<file path="src/rtl/chain1_tdo_tx_if.sv">
// chain1_tdo_tx_if: response-word handshake from the JTCK-domain producer into the chain-1 TDO transmitter.
interface chain1_tdo_tx_if;
  logic        resp_valid;
  logic [31:0] resp_data;
  logic [2:0]  resp_tag;
  logic        resp_ready;
  modport master (output resp_valid, resp_data, resp_tag, input resp_ready);
  modport slave  (input resp_valid, resp_data, resp_tag, output resp_ready);
endinterface

</file>
<file path="src/rtl/chain1_tdo_tx.sv">
// chain1_tdo_tx: buffers response words and shifts one frame per DR scan onto JTD1, retiring a word only on a complete scan + JUPDATE.
// Optional CHAIN1_TX_PARITY_EN appends an even-parity bit 36 (FRAME_LEN 37).
module chain1_tdo_tx #(
  parameter int FIFO_DEPTH = 4
) (
  input  logic                          JTCK,
  input  logic                          JRSTN,
  input  logic                          JCE1,
  input  logic                          JSHIFT,
  input  logic                          JUPDATE,
  input  logic                          JRTI1,
  chain1_tdo_tx_if.slave                rsp,
  output logic                          JTD1,
  output logic [$clog2(FIFO_DEPTH):0]   fifo_level
);
  localparam int AW = $clog2(FIFO_DEPTH);
`ifdef CHAIN1_TX_PARITY_EN
  localparam int FRAME_LEN = 37;
`else
  localparam int FRAME_LEN = 36;
`endif
  typedef enum logic [1:0] {IDLE, SHIFT, DONE} state_t;
  state_t state, nxt;
  logic [35:0] mem [FIFO_DEPTH];
  logic [AW:0] wptr, rptr;
  logic [FRAME_LEN-1:0] sr, ld;
  logic [35:0] frame;
  logic [5:0] cnt;
  logic head_valid, empty, full, push, pop, capture, shift, load_en, shift_en, busy;
  assign empty = wptr == rptr;
  assign full = (wptr[AW] != rptr[AW]) && (wptr[AW-1:0] == rptr[AW-1:0]);
  assign rsp.resp_ready = !full;
  assign push = rsp.resp_valid && !full;
  assign fifo_level = wptr - rptr;
  assign frame = empty ? 36'h0 : mem[rptr[AW-1:0]];
`ifdef CHAIN1_TX_PARITY_EN
  assign ld = {^frame, frame};
`else
  assign ld = frame;
`endif
  assign capture = JCE1 && !JSHIFT;
  assign shift = JCE1 && JSHIFT;
  always_ff @(posedge JTCK or negedge JRSTN)
    if (!JRSTN) state <= IDLE;
    else state <= nxt;
  always_comb begin
    nxt = IDLE;
    if (state == IDLE) nxt = capture ? SHIFT : IDLE;
    else if (state == SHIFT) nxt = (JUPDATE || JRTI1) ? IDLE : SHIFT;
  end
  // busy: still mid-scan this cycle, i.e. neither update nor run-test-idle ends it
  always_comb begin
    busy = state == SHIFT && !JUPDATE && !JRTI1;
    load_en = capture && (state == IDLE || busy);
    shift_en = shift && busy;
    pop = state == SHIFT && JUPDATE && cnt == 6'(FRAME_LEN) && head_valid;
    JTD1 = state == SHIFT ? sr[0] : 1'b0;
  end
  always_ff @(posedge JTCK)
    if (push) mem[wptr[AW-1:0]] <= {rsp.resp_data, 1'b1, rsp.resp_tag};
  always_ff @(posedge JTCK or negedge JRSTN)
    if (!JRSTN) begin
      wptr <= '0;
      rptr <= '0;
      sr <= '0;
      cnt <= '0;
      head_valid <= 1'b0;
    end else begin
      if (push) wptr <= wptr + 1'b1;
      if (pop) rptr <= rptr + 1'b1;
      if (load_en) begin
        sr <= ld;
        cnt <= '0;
        head_valid <= !empty;
      end else if (shift_en) begin
        sr <= sr >> 1;
        cnt <= (cnt == 6'(FRAME_LEN)) ? cnt : cnt + 1'b1;
      end
    end
endmodule

</file>
<file path="src/flat_wrapper.sv">
// flat-port wrapper written by rule: the top's interface ports become plain ports
module chain1_tdo_tx_flat 
#(
  parameter int FIFO_DEPTH = 4
)
  (JTCK, JRSTN, JCE1, JSHIFT, JUPDATE, JRTI1, JTD1, fifo_level, rsp_resp_valid, rsp_resp_data, rsp_resp_tag, rsp_resp_ready);
  chain1_tdo_tx_if rsp_i ();
  input  logic JTCK;
  input  logic JRSTN;
  input  logic JCE1;
  input  logic JSHIFT;
  input  logic JUPDATE;
  input  logic JRTI1;
  output logic JTD1;
  output logic [$clog2(FIFO_DEPTH):0] fifo_level;
  input wire logic [$bits(rsp_i.resp_valid)-1:0] rsp_resp_valid;
  input wire logic [$bits(rsp_i.resp_data)-1:0] rsp_resp_data;
  input wire logic [$bits(rsp_i.resp_tag)-1:0] rsp_resp_tag;
  output wire logic [$bits(rsp_i.resp_ready)-1:0] rsp_resp_ready;
  assign rsp_i.resp_valid = rsp_resp_valid;
  assign rsp_i.resp_data = rsp_resp_data;
  assign rsp_i.resp_tag = rsp_resp_tag;
  assign rsp_resp_ready = rsp_i.resp_ready;
  chain1_tdo_tx #(.FIFO_DEPTH(FIFO_DEPTH)) u_core (.JTCK(JTCK), .JRSTN(JRSTN), .JCE1(JCE1), .JSHIFT(JSHIFT), .JUPDATE(JUPDATE), .JRTI1(JRTI1), .rsp(rsp_i), .JTD1(JTD1), .fifo_level(fifo_level));
endmodule
</file>
<file path="config.mk">
export PLATFORM = sky130hd
export DESIGN_NAME = chain1_tdo_tx_flat
export DESIGN_NICKNAME = d
export VERILOG_FILES = /design/src/rtl/chain1_tdo_tx_if.sv /design/src/rtl/chain1_tdo_tx.sv /design/src/flat_wrapper.sv
export SDC_FILE = /design/constraint.sdc
export NUM_CORES = 1
export LEC_CHECK = 0
export ABC_AREA = 0
export BUFFER_PORTS_ARGS = -buffer_cell sky130_fd_sc_hd__buf_2
export CORE_MARGIN = 2
export CORE_UTILIZATION = 62
export DETAILED_ROUTE_END_ITERATION = 7
export PLACE_DENSITY = 0.81
export SETUP_SLACK_MARGIN = 0.02
export SKIP_CTS_REPAIR_TIMING = 1
export SYNTH_ARGS = -nofsm -noshare
export SYNTH_HDL_FRONTEND = slang
export SYNTH_SLANG_ARGS = --single-unit
</file>
<file path="constraint.sdc">
create_clock -name JTCK -period 4.44 [get_ports JTCK]
set_input_delay 0.888 -clock JTCK [delete_from_list [all_inputs] [get_ports JTCK]]
set_output_delay 0.888 -clock JTCK [all_outputs]
set_load 0.02 [all_outputs]
</file>
# Word level (Yosys, flattened, before mapping)
# Memory sizes are Yosys's and may differ from the RTL's.
# Index checks and enable logic that the tools add are counted.
[word_totals]
regBits = 51
ramBits = 140
out_inout_bits = 5
word_cells = 51
mem_count = 1
[op_classes]
addsub = 4
n_eq_ne = 6
n_mux = 13
n_reduce_logical = 21
[mem_list]
columns = ["name", "words", "word_bits", "rd", "rd_ports_with_merged_regs", "write_ports", "line", "text"]
rows = [
  ["u_core.mem", 4, 35, 1, 0, 1, "chain1_tdo_tx.sv:24", "logic [35:0] mem [FIFO_DEPTH];"],
]
[ops]
columns = ["operator", "n"]
rows = [
  ["$mux 36", 3],
  ["$mux 6", 3],
  ["$logic_and 1x1->1", 11],
  ["$add 3x1->3 const B", 2],
  ["$add 6x1->6 const B", 1],
  ["$eq 6x6->1 const B", 1],
  ["$logic_not 1->1", 5],
  ["$mux 1", 5],
  ["$mux 2", 2],
  ["$eq 3x3->1", 1],
  ["$sub 3x3->3", 1],
  ["$eq 2x1->1 const B", 1],
  ["$eq 2x2->1", 1],
  ["$logic_not 2->1", 1],
  ["$logic_or 1x1->1", 2],
  ["$ne 2x1->1 const B", 1],
  ["$reduce_and 2->1", 1],
  ["$reduce_bool 2->1", 1],
  ["$ne 1x1->1", 1],
]

# Depth between registers and ports, before layout
[depth]
ltp_word = 7
depth_mapped = 8
depth_no_buf = 6

# Worst setup path after synthesis
# Ideal clock, no wire load.
[synth_path]
path_type = "flip-flop to flip-flop"
start = "register u_core.rptr[1]"
end = "memory u_core.mem[3][0] (netlist bit), enable pin"
setup_ps = 397
t_arrival_ps = 2624
required_ps = 4043
setup_slack_ps = 1419
stages_incl_launch_ff = 7
n_path_buf = 2
period_less_slack_ps = 3021
cell_sequence = "dfrtp_1 > buf_2 > buf_1 > inv_1 > ha_1 > a31oi_1 > and2_1"
[synth_via]
elab_chain_len = 6
[synth_lines]
columns = ["element", "line", "text"]
rows = [
  ["from (decl)", "chain1_tdo_tx.sv:25", "logic [AW:0] wptr, rptr;"],
  ["from (signal assigned)", "chain1_tdo_tx.sv:70", "if (pop) rptr <= rptr + 1'b1;"],
  ["$eq 2x2->1", "chain1_tdo_tx.sv:31", "assign full = (wptr[AW] != rptr[AW]) && (wptr[AW-1:0] == rptr[AW-1:0]);"],
  ["$logic_and 1x1->1", "chain1_tdo_tx.sv:31", ""],
  ["$logic_not 1->1", "chain1_tdo_tx.sv:33", "assign push = rsp.resp_valid && !full;"],
  ["$logic_and 1x1->1", "chain1_tdo_tx.sv:33", ""],
  ["$mux 1", "chain1_tdo_tx.sv:60", "if (push) mem[wptr[AW-1:0]] <= {rsp.resp_data, 1'b1, rsp.resp_tag};"],
  ["$mux 1 (implied by the code)", "chain1_tdo_tx.sv:60", ""],
  ["to (decl)", "chain1_tdo_tx.sv:24", ""],
]
# Every way passes these cells.

# Worst setup path after layout
[layout_path]
start = "register u_core.wptr[0]"
end = "memory u_core.mem[1][17] (netlist bit), enable pin"
[layout_via]
elab_chain_len = 6
[layout_lines]
columns = ["element", "line", "text"]
rows = [
  ["from (decl)", "chain1_tdo_tx.sv:25", ""],
  ["from (signal assigned)", "chain1_tdo_tx.sv:69", "if (push) wptr <= wptr + 1'b1;"],
  ["$eq 2x2->1", "chain1_tdo_tx.sv:31", ""],
  ["$logic_and 1x1->1", "chain1_tdo_tx.sv:31", ""],
  ["$logic_not 1->1", "chain1_tdo_tx.sv:33", ""],
  ["$logic_and 1x1->1", "chain1_tdo_tx.sv:33", ""],
  ["$mux 1", "chain1_tdo_tx.sv:60", ""],
  ["$mux 1 (implied by the code)", "chain1_tdo_tx.sv:60", ""],
]
# Parallel ways exist; a longest one is shown, timed or not.

==> impl_results.html <==
<table>
<tr><th>Metric</th><th>Value</th></tr>
<tr><th colspan="2">Run status</th></tr>
<tr><td>Result of the run</td><td>finished, final reports clean</td></tr>
<tr><th colspan="2">GRT</th></tr>
<tr><td>GRT overflow</td><td>0</td></tr>
<tr><td>Number of global-route vias before repair</td><td>4104</td></tr>
<tr><td>Met3 capacity usage during global routing</td><td>0.05241</td></tr>
<tr><td>Met1 usage</td><td>0.3283</td></tr>
<tr><td>Global Route met2 Usage</td><td>0.3940</td></tr>
<tr><td>Initial antenna violation count</td><td>0</td></tr>
<tr><td>Largest net degree at the start of global routing</td><td>51</td></tr>
<tr><td>Global-route wire length before repair</td><td>22690 um</td></tr>
<tr><td>Most Crowded Layer GR</td><td>met2</td></tr>
<tr><td>Total routing usage reported by global routing</td><td>0.2421</td></tr>
<tr><th colspan="2">Clocking</th></tr>
<tr><td>Root Buffer</td><td>clkbuf_16</td></tr>
<tr><td>Clock tree buffer depth</td><td>2</td></tr>
<tr><td>Clock tree from TritonCTS</td><td>yes</td></tr>
<tr><td>TritonCTS sink count</td><td>190</td></tr>
<tr><td>Clock latency on the worst-skew pair</td><td>around 0.43 ns</td></tr>
<tr><td>Clock transition time at the flip-flop clock pins of the worst setup and hold paths</td><td>0.06 ns</td></tr>
<tr><td>CTS H-tree lvls</td><td>4</td></tr>
<tr><td>TritonCTS buffer count</td><td>17</td></tr>
<tr><th colspan="2">Final layout</th></tr>
<tr><td>Diode count</td><td>0</td></tr>
<tr><td>Nets</td><td>536</td></tr>
<tr><td>Reg area</td><td>0.005456 mm2</td></tr>
<tr><td>P&amp;R area growth vs syn</td><td>13.54%</td></tr>
<tr><td>Area of the multi-input gates</td><td>0.001908 mm2</td></tr>
<tr><td>Fin area</td><td>about 0.0085 mm2</td></tr>
<tr><td>Filler cell count in the final layout</td><td>a little over 700</td></tr>
<tr><td>Fraction of final layout cells sized beyond drive strength 1</td><td>0.2601</td></tr>
<tr><th colspan="2">Floorplan</th></tr>
<tr><td>Width of the die</td><td>114.1 um</td></tr>
<tr><td>Area enclosed by the die boundary</td><td>0.01302 mm2</td></tr>
<tr><td>Die extent in y</td><td>~110 um</td></tr>
<tr><td>Count of boundary I/O pins</td><td>47</td></tr>
<tr><td>Effective utilization at floorplan</td><td>0.6309</td></tr>
<tr><td>Number of placement rows</td><td>40</td></tr>
<tr><td>Area inside the core boundary</td><td>roughly 0.012 mm2</td></tr>
<tr><th colspan="2">Synthesis</th></tr>
<tr><td>Share of flip-flops with an asynchronous set or reset after synthesis</td><td>0.2632</td></tr>
<tr><td>Count of cell types in the netlist</td><td>44</td></tr>
<tr><td>FF+latch count, synth</td><td>190</td></tr>
<tr><td>Fraction of the yosys area taken by sequential cells</td><td>0.7259</td></tr>
<tr><td>Synth Instances</td><td>429</td></tr>
<tr><td>Synthesized Nets</td><td>481</td></tr>
<tr><td>Most instantiated library cell after synthesis</td><td>edfxtp_1</td></tr>
<tr><td>Yosys warnings</td><td>0</td></tr>
<tr><td>Most used flip-flop cell after synthesis</td><td>edfxtp_1</td></tr>
<tr><td>Most used standard cells in the synthesized netlist</td><td>edfxtp_1 (140), nor2_1 (52), dfrtp_1 (50)</td></tr>
<tr><td>Largest area contributor in the synthesized netlist</td><td>edfxtp_1</td></tr>
<tr><td>Synthesized area</td><td>0.007515 mm2</td></tr>
<tr><td>Top post-synthesis cells by area</td><td>edfxtp_1 (56%), dfrtp_1 (17%), mux4_2 (10%), nor2_1 (2.6%), a221oi_1 (2.6%)</td></tr>
<tr><td>Avg Inst Size Synth</td><td>17.52 um2</td></tr>
<tr><td>Number of synthesized flops with an enable pin</td><td>between 100 and 150</td></tr>
<tr><td>Portion of synthesized cell area occupied by the leading cell type</td><td>0.5594</td></tr>
<tr><th colspan="2">Power and ir drop</th></tr>
<tr><td>Max IR drop VDD</td><td>around 0.00039 V</td></tr>
<tr><td>Sequential Power Share</td><td>0.525</td></tr>
<tr><td>Net switching fraction of the power</td><td>0.2482</td></tr>
<tr><td>Share of total power in the clock network</td><td>0.339</td></tr>
<tr><td>Sw power</td><td>between 1000 and 1500 uW</td></tr>
<tr><td>Leakage power</td><td>0.003063 uW</td></tr>
<tr><td>Share of power burned in combinational logic</td><td>0.136</td></tr>
<tr><td>PwrDens</td><td>between 500 and 600 mW/mm2</td></tr>
<tr><td>Internal Power</td><td>3546 uW</td></tr>
<tr><th colspan="2">Timing</th></tr>
<tr><td>Number of setup violations in the final report</td><td>0</td></tr>
<tr><td>Fmax</td><td>349.8 MHz</td></tr>
<tr><td>Fin. Hold Viols</td><td>0</td></tr>
<tr><td>Setup repair after global routing missed its margin</td><td>no</td></tr>
<tr><td>Number of max-slew violations in the final report</td><td>0</td></tr>
<tr><td>Final worst path period need</td><td>2.859 ns</td></tr>
<tr><td>Slew @ Worst Pin</td><td>1.091 ns</td></tr>
<tr><td>Normalized max-slew margin</td><td>0.2688</td></tr>
<tr><td>Setup TNS</td><td>0 ns</td></tr>
<tr><td>Setup ws final</td><td>1.581 ns</td></tr>
<tr><td>Ratio of final minimum period to clock period</td><td>0.6439</td></tr>
<tr><td>Worst clock skew</td><td>between 0.005 and 0.006 ns</td></tr>
<tr><th colspan="2">Route</th></tr>
<tr><td>DRC violation count after routing</td><td>0</td></tr>
<tr><td>Post-route antenna net violation count</td><td>0</td></tr>
<tr><td>Starting DRC count in detailed routing</td><td>457</td></tr>
<tr><td>Total iterations of the first detailed-routing run</td><td>5</td></tr>
<tr><td>Per-cell via count in the routed design</td><td>6.233</td></tr>
<tr><td>Total number of vias</td><td>4008</td></tr>
<tr><td>Detail-routed net length per standard cell</td><td>22.55 um</td></tr>
<tr><td>Routed wire length</td><td>14500 um</td></tr>
<tr><th colspan="2">Worst hold path</th></tr>
<tr><td>End of the worst hold path</td><td>u_core.sr[0]</td></tr>
<tr><td>Hold Path Cell Cnt</td><td>2</td></tr>
<tr><td>Worst hold path startpoint</td><td>u_core.sr[1]</td></tr>
<tr><td>Kind of path behind the tightest hold check</td><td>reg2reg</td></tr>
<tr><th colspan="2">Setup path</th></tr>
<tr><td>Worst path arrival time</td><td>2.99 ns</td></tr>
<tr><td>Critical path endpoint category</td><td>flop</td></tr>
<tr><td>Logic depth of the worst register-to-register path</td><td>5</td></tr>
<tr><td>Cells along the critical path</td><td>inv_1 -&gt; ha_1 -&gt; a31oi_1 -&gt; and2_1 -&gt; buf_4</td></tr>
<tr><td>Buf+Inv Stages, Crit Path</td><td>2</td></tr>
<tr><td>Reg-to-Reg End</td><td>u_core.mem[1][17]</td></tr>
<tr><td>Type of element launching the critical path</td><td>flop</td></tr>
<tr><td>Family with the most delay on the worst path</td><td>simple AND/OR/NAND/NOR gates</td></tr>
<tr><td>Slowest stage delay, CP</td><td>0.88 ns</td></tr>
<tr><td>R2r startpoint</td><td>u_core.wptr[0]</td></tr>
<tr><td>Register-to-register path setup slack</td><td>around 1.6 ns</td></tr>
<tr><td>Critical path peak fanout</td><td>18</td></tr>
<tr><td>Data required time of the worst path</td><td>4.57 ns</td></tr>
<tr><td>Crit path max-delay cell type</td><td>and2_1</td></tr>
<tr><td>WS Path Type</td><td>reg2reg</td></tr>
<tr><th colspan="2">Placement</th></tr>
<tr><td>Total cell area at the placement stage</td><td>0.007906 mm2</td></tr>
<tr><td>RePlAce Congestion</td><td>0.7640</td></tr>
<tr><td>HPWL after detailed placement</td><td>around 8400 um</td></tr>
<tr><td>Dpl ws</td><td>1.525 ns</td></tr>
<tr><td>Buffers on Ports</td><td>46</td></tr>
<tr><th colspan="2">Job</th></tr>
<tr><td>Max cap viols</td><td>0</td></tr>
</table>
logic make-up after synthesis:
logic type,share of synthesized area
AND/OR/NAND/NOR,0.05811
AO/OA/AOI/OAI,0.06044
flip-flops,0.7259
XOR/XNOR,0.008159
buffers and inverters,0.02064
multiplexers,0.1091
adder cells (fa/ha/maj),0.01765
cell type report:
| class | count | area share |
|---|---|---|
| sequential | 190 | 0.6395 |
| tap | 147 | 0.02156 |
| clock inverter | 13 | 0.02302 |
| multi-input combinational | 207 | 0.2236 |
| clock buffer | 18 | 0.05030 |
| inverter | 10 | 0.004399 |
| timing repair buffer | 58 | 0.03754 |
sequential cells by signal, indices dropped and copies added, names as in the netlist:
name	cells
u_core.wptr	3
u_core.sr	36
u_core.rptr	3
u_core.state	1
u_core.head_valid	1
u_core.cnt	6
u_core.mem	140
metal layers:
| layer | wire length [um] | vias to the layer above |
|---|---|---|
| li1 | - | 1787 |
| met5 | 0 | - |
| met3 | 798 | 32 |
| met1 | 5826 | 2039 |
| met2 | 7528 | 150 |
| met4 | 348 | 0 |
power groups by stage:
stage	registers, uW	clock network [uW]	logic (uW)
final	2480	1600	640
after global routing	2500	1690	708
after CTS	2470	1620	649
after detailed placement	2490	0	641
after global placement	2470	0	616
after floorplan	2440	0	432
cells in the final DEF, fill, tap and decap left out, types with 6 or more instances in the layout:
cell type	netlist	layout
a221oi_1	22	22
inv_1	10	10
clkbuf_16	0	17
nor2_1	52	52
edfxtp_1	140	140
buf_2	7	46
ha_1	9	9
and2_1	6	6
mux4_2	35	35
nand2_1	25	25
buf_4	3	12
a22oi_1	9	9
dfrtp_1	50	49
metrics by stage:
step                      cells  hold slack [ns]  power, uW  utilization
final                       643           0.4793       4717       0.7163
after global routing        643           0.5166       4899       0.7163
after CTS                   643           0.4799       4739       0.7163
after detailed placement    612           0.4660       3133       0.6638
after global placement      612           0.4533       3084       0.6638
after floorplan             429           0.4392       2877            -
worst max path at each step:
stage	start	endpoint	slack, ns	depth (start not counted)
6_report	u_core.wptr[0]	u_core.mem[1][17]	1.58	5
3_3_place_gp	rsp_resp_valid	u_core.mem[2][22]	1.53	5
4_1_cts	u_core.rptr[1]	fifo_level[2]	1.55	4
2_1_floorplan	u_core.rptr[1]	u_core.mem[3][0]	1.42	6
3_5_place_dp	rsp_resp_valid	u_core.mem[0][17]	1.52	5
5_1_grt	u_core.wptr[0]	u_core.mem[2][30]	1.37	5
worst register-to-register path, stage by stage, from the launching register on:
cell,delay (ns)
dfrtp_1,0.40
inv_1,0.15
ha_1,0.32
a31oi_1,0.45
and2_1,0.88
buf_4,0.35
Note: power is estimated with default switching activity, not from simulation.
